File: src/rtl/dcsk_chip_sequencer.sv
// dcsk_chip_sequencer
// Chip and symbol sequencer for the DCSK transmit serializer. Each symbol
// consists of a reference half followed by a data half, SF chips each.
// Chips advance only when the chaos source has a chip and the downstream
// path can accept it. The spreading factor is sampled at frame start and
// at every symbol boundary. i_abort ends the frame on the next edge.
module dcsk_chip_sequencer #(
  parameter int SF_W       = 2,
  parameter int FRAME_SYMS = 8,
  localparam int CHIP_W    = (2 ** SF_W) + 1,
  localparam int SYM_W     = (FRAME_SYMS > 1) ? $clog2(FRAME_SYMS) : 1
) (
  input  logic              i_clk,
  input  logic              i_arst_n,
  input  logic              i_start,
  input  logic              i_abort,
  input  logic [SF_W-1:0]   i_sf_code,
  input  logic              i_chip_valid,
  input  logic              i_chip_ready,
  output logic              o_chip_take,
  output logic [CHIP_W-1:0] o_chip_index,
  output logic              o_ref_phase,
  output logic [SYM_W-1:0]  o_sym_index,
  output logic [SF_W-1:0]   o_sf_active,
  output logic              o_sym_done,
  output logic              o_frame_done,
  output logic              o_busy
);

  // A frame needs at least one symbol; stop elaboration if it has none.
  if (FRAME_SYMS < 1) begin : g_bad_frame_syms
    $error("dcsk_chip_sequencer: FRAME_SYMS must be at least 1");
  end

  typedef enum logic {
    IDLE = 1'b0,
    RUN  = 1'b1
  } state_t;

  localparam logic [CHIP_W-1:0] CHIP_ONES = {CHIP_W{1'b1}};
  localparam logic [CHIP_W-1:0] CHIP_ONE  = {{(CHIP_W-1){1'b0}}, 1'b1};
  localparam logic [SYM_W-1:0]  SYM_LAST  = SYM_W'(FRAME_SYMS - 1);

  state_t            state;
  logic [CHIP_W-1:0] chip_last;
  logic [CHIP_W-1:0] sf_size;

  // The last chip index is 2*SF-1 = 2^(code+2)-1. Building it as the low
  // bits of an all-ones mask keeps it exact at CHIP_W bits, even for the
  // largest code where 2*SF itself does not fit.
  always_comb begin
    chip_last = ~(CHIP_ONES << (int'(o_sf_active) + 2));
    sf_size   = CHIP_ONE << (int'(o_sf_active) + 1);
  end

  assign o_busy      = (state == RUN);
  assign o_chip_take = o_busy & i_chip_valid & i_chip_ready & ~i_abort;
  assign o_ref_phase = o_busy & (o_chip_index < sf_size);

  // Frame FSM with chip/symbol counters; abort overrides everything and
  // returns to IDLE with cleared counters but keeps the latched SF code.
  always_ff @(posedge i_clk or negedge i_arst_n) begin
    if (!i_arst_n) begin
      state        <= IDLE;
      o_chip_index <= '0;
      o_sym_index  <= '0;
      o_sf_active  <= '0;
      o_sym_done   <= 1'b0;
      o_frame_done <= 1'b0;
    end else begin
      o_sym_done   <= 1'b0;
      o_frame_done <= 1'b0;
      if (i_abort) begin
        state        <= IDLE;
        o_chip_index <= '0;
        o_sym_index  <= '0;
      end else begin
        case (state)
          IDLE: begin
            if (i_start) begin
              state        <= RUN;
              o_sf_active  <= i_sf_code;
              o_chip_index <= '0;
              o_sym_index  <= '0;
            end
          end
          RUN: begin
            if (o_chip_take) begin
              if (o_chip_index == chip_last) begin
                o_chip_index <= '0;
                o_sf_active  <= i_sf_code;
                o_sym_done   <= 1'b1;
                if (o_sym_index == SYM_LAST) begin
                  o_sym_index  <= '0;
                  state        <= IDLE;
                  o_frame_done <= 1'b1;
                end else begin
                  o_sym_index <= o_sym_index + 1'b1;
                end
              end else begin
                o_chip_index <= o_chip_index + 1'b1;
              end
            end
          end
          default: state <= IDLE;
        endcase
      end
    end
  end

endmodule

File: config.mk
export PLATFORM = sky130hd
export DESIGN_NAME = dcsk_chip_sequencer
export DESIGN_NICKNAME = d
export VERILOG_FILES = /design/src/rtl/dcsk_chip_sequencer.sv
export SDC_FILE = /design/constraint.sdc
export NUM_CORES = 1
export LEC_CHECK = 0
export BUFFER_PORTS_ARGS = -buffer_cell sky130_fd_sc_hd__buf_2
export CORE_MARGIN = 2
export CORE_UTILIZATION = 50
export CTS_CLUSTER_SIZE = 30
export DETAILED_ROUTE_END_ITERATION = 10
export PLACE_DENSITY = 0.79
export SYNTH_ARGS = -nofsm -noshare
export SYNTH_HDL_FRONTEND = slang
export SYNTH_SLANG_ARGS = --single-unit
export TNS_END_PERCENT = 30
File: constraint.sdc
create_clock -name i_clk -period 3.1 [get_ports i_clk]
set_input_delay 0.155 -clock i_clk [delete_from_list [all_inputs] [get_ports i_clk]]
set_output_delay 0.155 -clock i_clk [all_outputs]
set_load 0.05 [all_outputs]
==> summary.md <==
| Metric | Value |
|---|---|
| Core Rows | 14 |
| Register area share after synthesis | 39.0% |
| First-pass GRT wire length | 3020 µm |
| GRT overflow | 0 |
| Antenna Violating Nets Remaining | 0 |
| Routability cong. | 0.785 |
| TritonCTS clock tree | yes |
| IO buf count | 22 |
| Fin Hold WS | 0.112 ns |
| Initial antenna violation count | 0 |
| Filler instances | 130 |
| Cts bufs inserted | 3 |
| H-tree depth | 1 |
| HPWL Detailed | 1380 µm |
| Status | finished, final reports clean |
| Most common cell after layout, fill and taps aside | buf_2 |
| Hold_sp | i_abort |
| Ys Warns | 0 |
| Reg-to-Reg End | o_sym_index[1] |
| Nets | 126 |
| Die X | 44.9 µm |
| IO Pins | 23 |
| Yosys top cell area share | 39.0% |
| Pre-CTS setup slack | 0.868 ns |
| Data arrival, critical path | 2.27 ns |
| # DRC | 0 |
| Worst slew pin tran | 0.736 ns |
| Syn avg cell area | 9.82 µm² |
| Pint | 0.243 mW |
| Clk root buf | clkbuf_4 |
| Max FO, Critical Path | 11 |
| Max Cap Viol | 0 |
| Synth area leaders | dfrtp_1 39%, ha_1 10%, nand2_1 4.5% |
| Detailed-route via count | 720 |
| Crit-path slowest cell | dfrtp_1 |
| Min-Delay Endpoint | o_busy |
| Minimum clock period after layout | 2.42 ns |
| Setup WS post-layout | 0.676 ns |
| Core footprint | 1540 µm² |
| Clock sinks | 13 |
| DR iter-0 viols | 31 |
| Post-CTS Setup Bufs | 0 |
| Vias in the first global route | 626 |
| Skew final | 0.00783 ns |
| Hold Path Cell Cnt | 2 |
| Final hold vios | 0 |
| Syn Inst Count | 85 |
| Switching share of total power | 29.5% |
| Crit-path max cell delay | 0.49 ns |
| Crit-path cells | or2_2 > ha_1 > o21a_1 > o21a_1 > o21ai_0 > and3b_1 > buf_2 |
| Total wire length | 1840 µm |
| Die H | 44.9 µm |
| CP most frequent cell | o21a_1 |
| Most frequent cells in the layout | 22 x buf_2, 13 x dfrtp_1, 10 x nand2_1 |
| Combinational power share | 17.5% |
| Router iterations before antenna repair | 4 |
| R2R cell count | 6 |
| Drt via density | 5.71 |
| Latest clock arrival within the worst-skew pair | 0.28 ns |
| Slew Limit Fails | 0 |
| Fmax | 412 MHz |
| Initial core utilization | 54.1% |
| Netlist cell types | 28 |
| Max Buffers Root-to-Sink | 2 |
| Worst reg2reg setup slack | 0.85 ns |
| Tot Pwr | 0.345 mW |
| Largest net degree at the start of global routing | 14 |
| Slew margin rel. | 50.8% |
| #FFs+latches synth | 13 |
| Type of origin of the critical path | flop |
| Clock power share | 30.6% |
| Share of layout cells above drive strength 1 | 26.4% |
| Hold Path Class | in -> reg |
| Worst EP required | 2.94 ns |
| Worst flop-to-flop path startpoint | o_sf_active[1] |
| Die Footprint | 2010 µm² |
| Syn nets | 100 |
| Static Leak | 0.522 nW |
| P_sw | 0.102 mW |
| Ant diodes | 0 |
| RSZ-0062 raised after global routing | no |
| Drt wl/cell | 14.6 µm |
| Gr usage total | 21.3% |
| Synth-to-layout area growth | 17.2% |
| Setup TNS Final | 0 ns |
| Largest area contributor in the netlist | dfrtp_1 |
| Worst vdd rail ir drop | 0.249 mV |
| Mapped Area | 835 µm² |
| Power per Cell Area | 353 nW/µm² |
| Sequential Power Share | 51.9% |
| Element type at the critical path end | output pin |
| Final period utilization | 78.2% |
| Worst setup path category | reg -> out |
| CTS clock-pin slew for the worst setup and hold paths | 0.08 ns |
| Final Setup Violations | 0 |
how the worst max path moves through the flow:
| stage | from | endpoint | slack [ns] | cells after the start |
|---|---|---|---|---|
| 6_report | o_sf_active[1] | o_ref_phase | 0.68 | 7 |
| 5_1_grt | o_sf_active[1] | o_ref_phase | 0.59 | 7 |
| 4_1_cts | o_sf_active[1] | o_ref_phase | 0.68 | 7 |
| 3_5_place_dp | o_sf_active[1] | o_sym_index[1] | 0.87 | 6 |
| 3_3_place_gp | o_sf_active[1] | o_sym_index[1] | 0.99 | 6 |
| 2_1_floorplan | o_sf_active[1] | o_ref_phase | 0.72 | 7 |
final cells by class:
type,instances,area (µm²),area share (%)
clock buffers,4,26.3,2.69
inverters,2,7.51,0.767
multi-input cells,68,479,49.0
flip-flops and latches,13,325,33.2
well taps,16,20.0,2.05
repair buffers,23,120,12.3
cells in the mapped netlist:
cell and instances:
nand3b_1 1, nand4b_1 2, nand2_1 10, and3b_1 2, ha_1 7, o211ai_1 2, nand3_1 2, or2_2 1
a31oi_1 2, a32o_1 1, xor2_1 1, buf_6 2, and2_2 1, a211oi_2 1, and3_1 3, dfrtp_1 13
nor3_1 2, o21a_1 2, nor2b_1 3, inv_1 2, o31ai_1 4, a21bo_1 1, or2b_1 1, o21ai_0 6
a22o_1 4, or3_4 1, nand2b_1 5, nor2_1 3
worst max-delay path, delay by kind of cell (launching register included):
| family | cells | cell delay [ns] |
|---|---|---|
| AOI/OAI and AO/OA | 3 | 0.46 |
| DFF | 1 | 0.49 |
| and+or+nand+nor | 2 | 0.50 |
| adders and majority gates | 1 | 0.27 |
| buffers and inverters | 1 | 0.25 |
power groups by stage:
stage / Combinational, mW / Clock [mW] / Sequential, mW
2_1_floorplan: 0.0335 / 0 / 0.190
3_3_place_gp: 0.0587 / 0 / 0.182
5_1_grt: 0.0662 / 0.114 / 0.180
3_5_place_dp: 0.0598 / 0 / 0.182
4_1_cts: 0.0609 / 0.106 / 0.179
6_report: 0.0605 / 0.105 / 0.179
metrics by stage:
stage / utilization [%] / instance area (µm²) / cells
final: 63.5 / 978 / 126
after global routing: 63.5 / 978 / 126
after CTS: 63.5 / 978 / 126
after detailed placement: 61.1 / 942 / 121
after global placement: 61.1 / 942 / 121
after floorplan: - / 835 / 85
layer usage:
metal,track usage (%),share of wire (%),vias to the layer above
met3,6.40,4.2,4
met4,10.0,1.7,0
met5,0,0,-
li1,-,-,362
met1,29.5,48,337
met2,30.7,46,17
state kept, by name (all words and copies together), names as in the netlist:
register      cells
o_chip_index      5
o_sym_index       3
o_sf_active       2
o_busy            1
o_frame_done      1
o_sym_done        1
repair_timing:
item,in CTS,in global routing
hold buffers,1,0
hold endpoints to repair,13,0
resized for setup,0,0
cells by family after synthesis:
| kind of cell | Yosys count | share of synthesized area, % |
|---|---|---|
| compound gates | 23 | 20.4 |
| flops | 13 | 39.0 |
| fa+ha+maj | 7 | 10.5 |
| buf+inv | 4 | 3.60 |
| simple gates | 37 | 25.5 |
| xor+xnor | 1 | 1.05 |
Power figures use the tool's default switching activity.
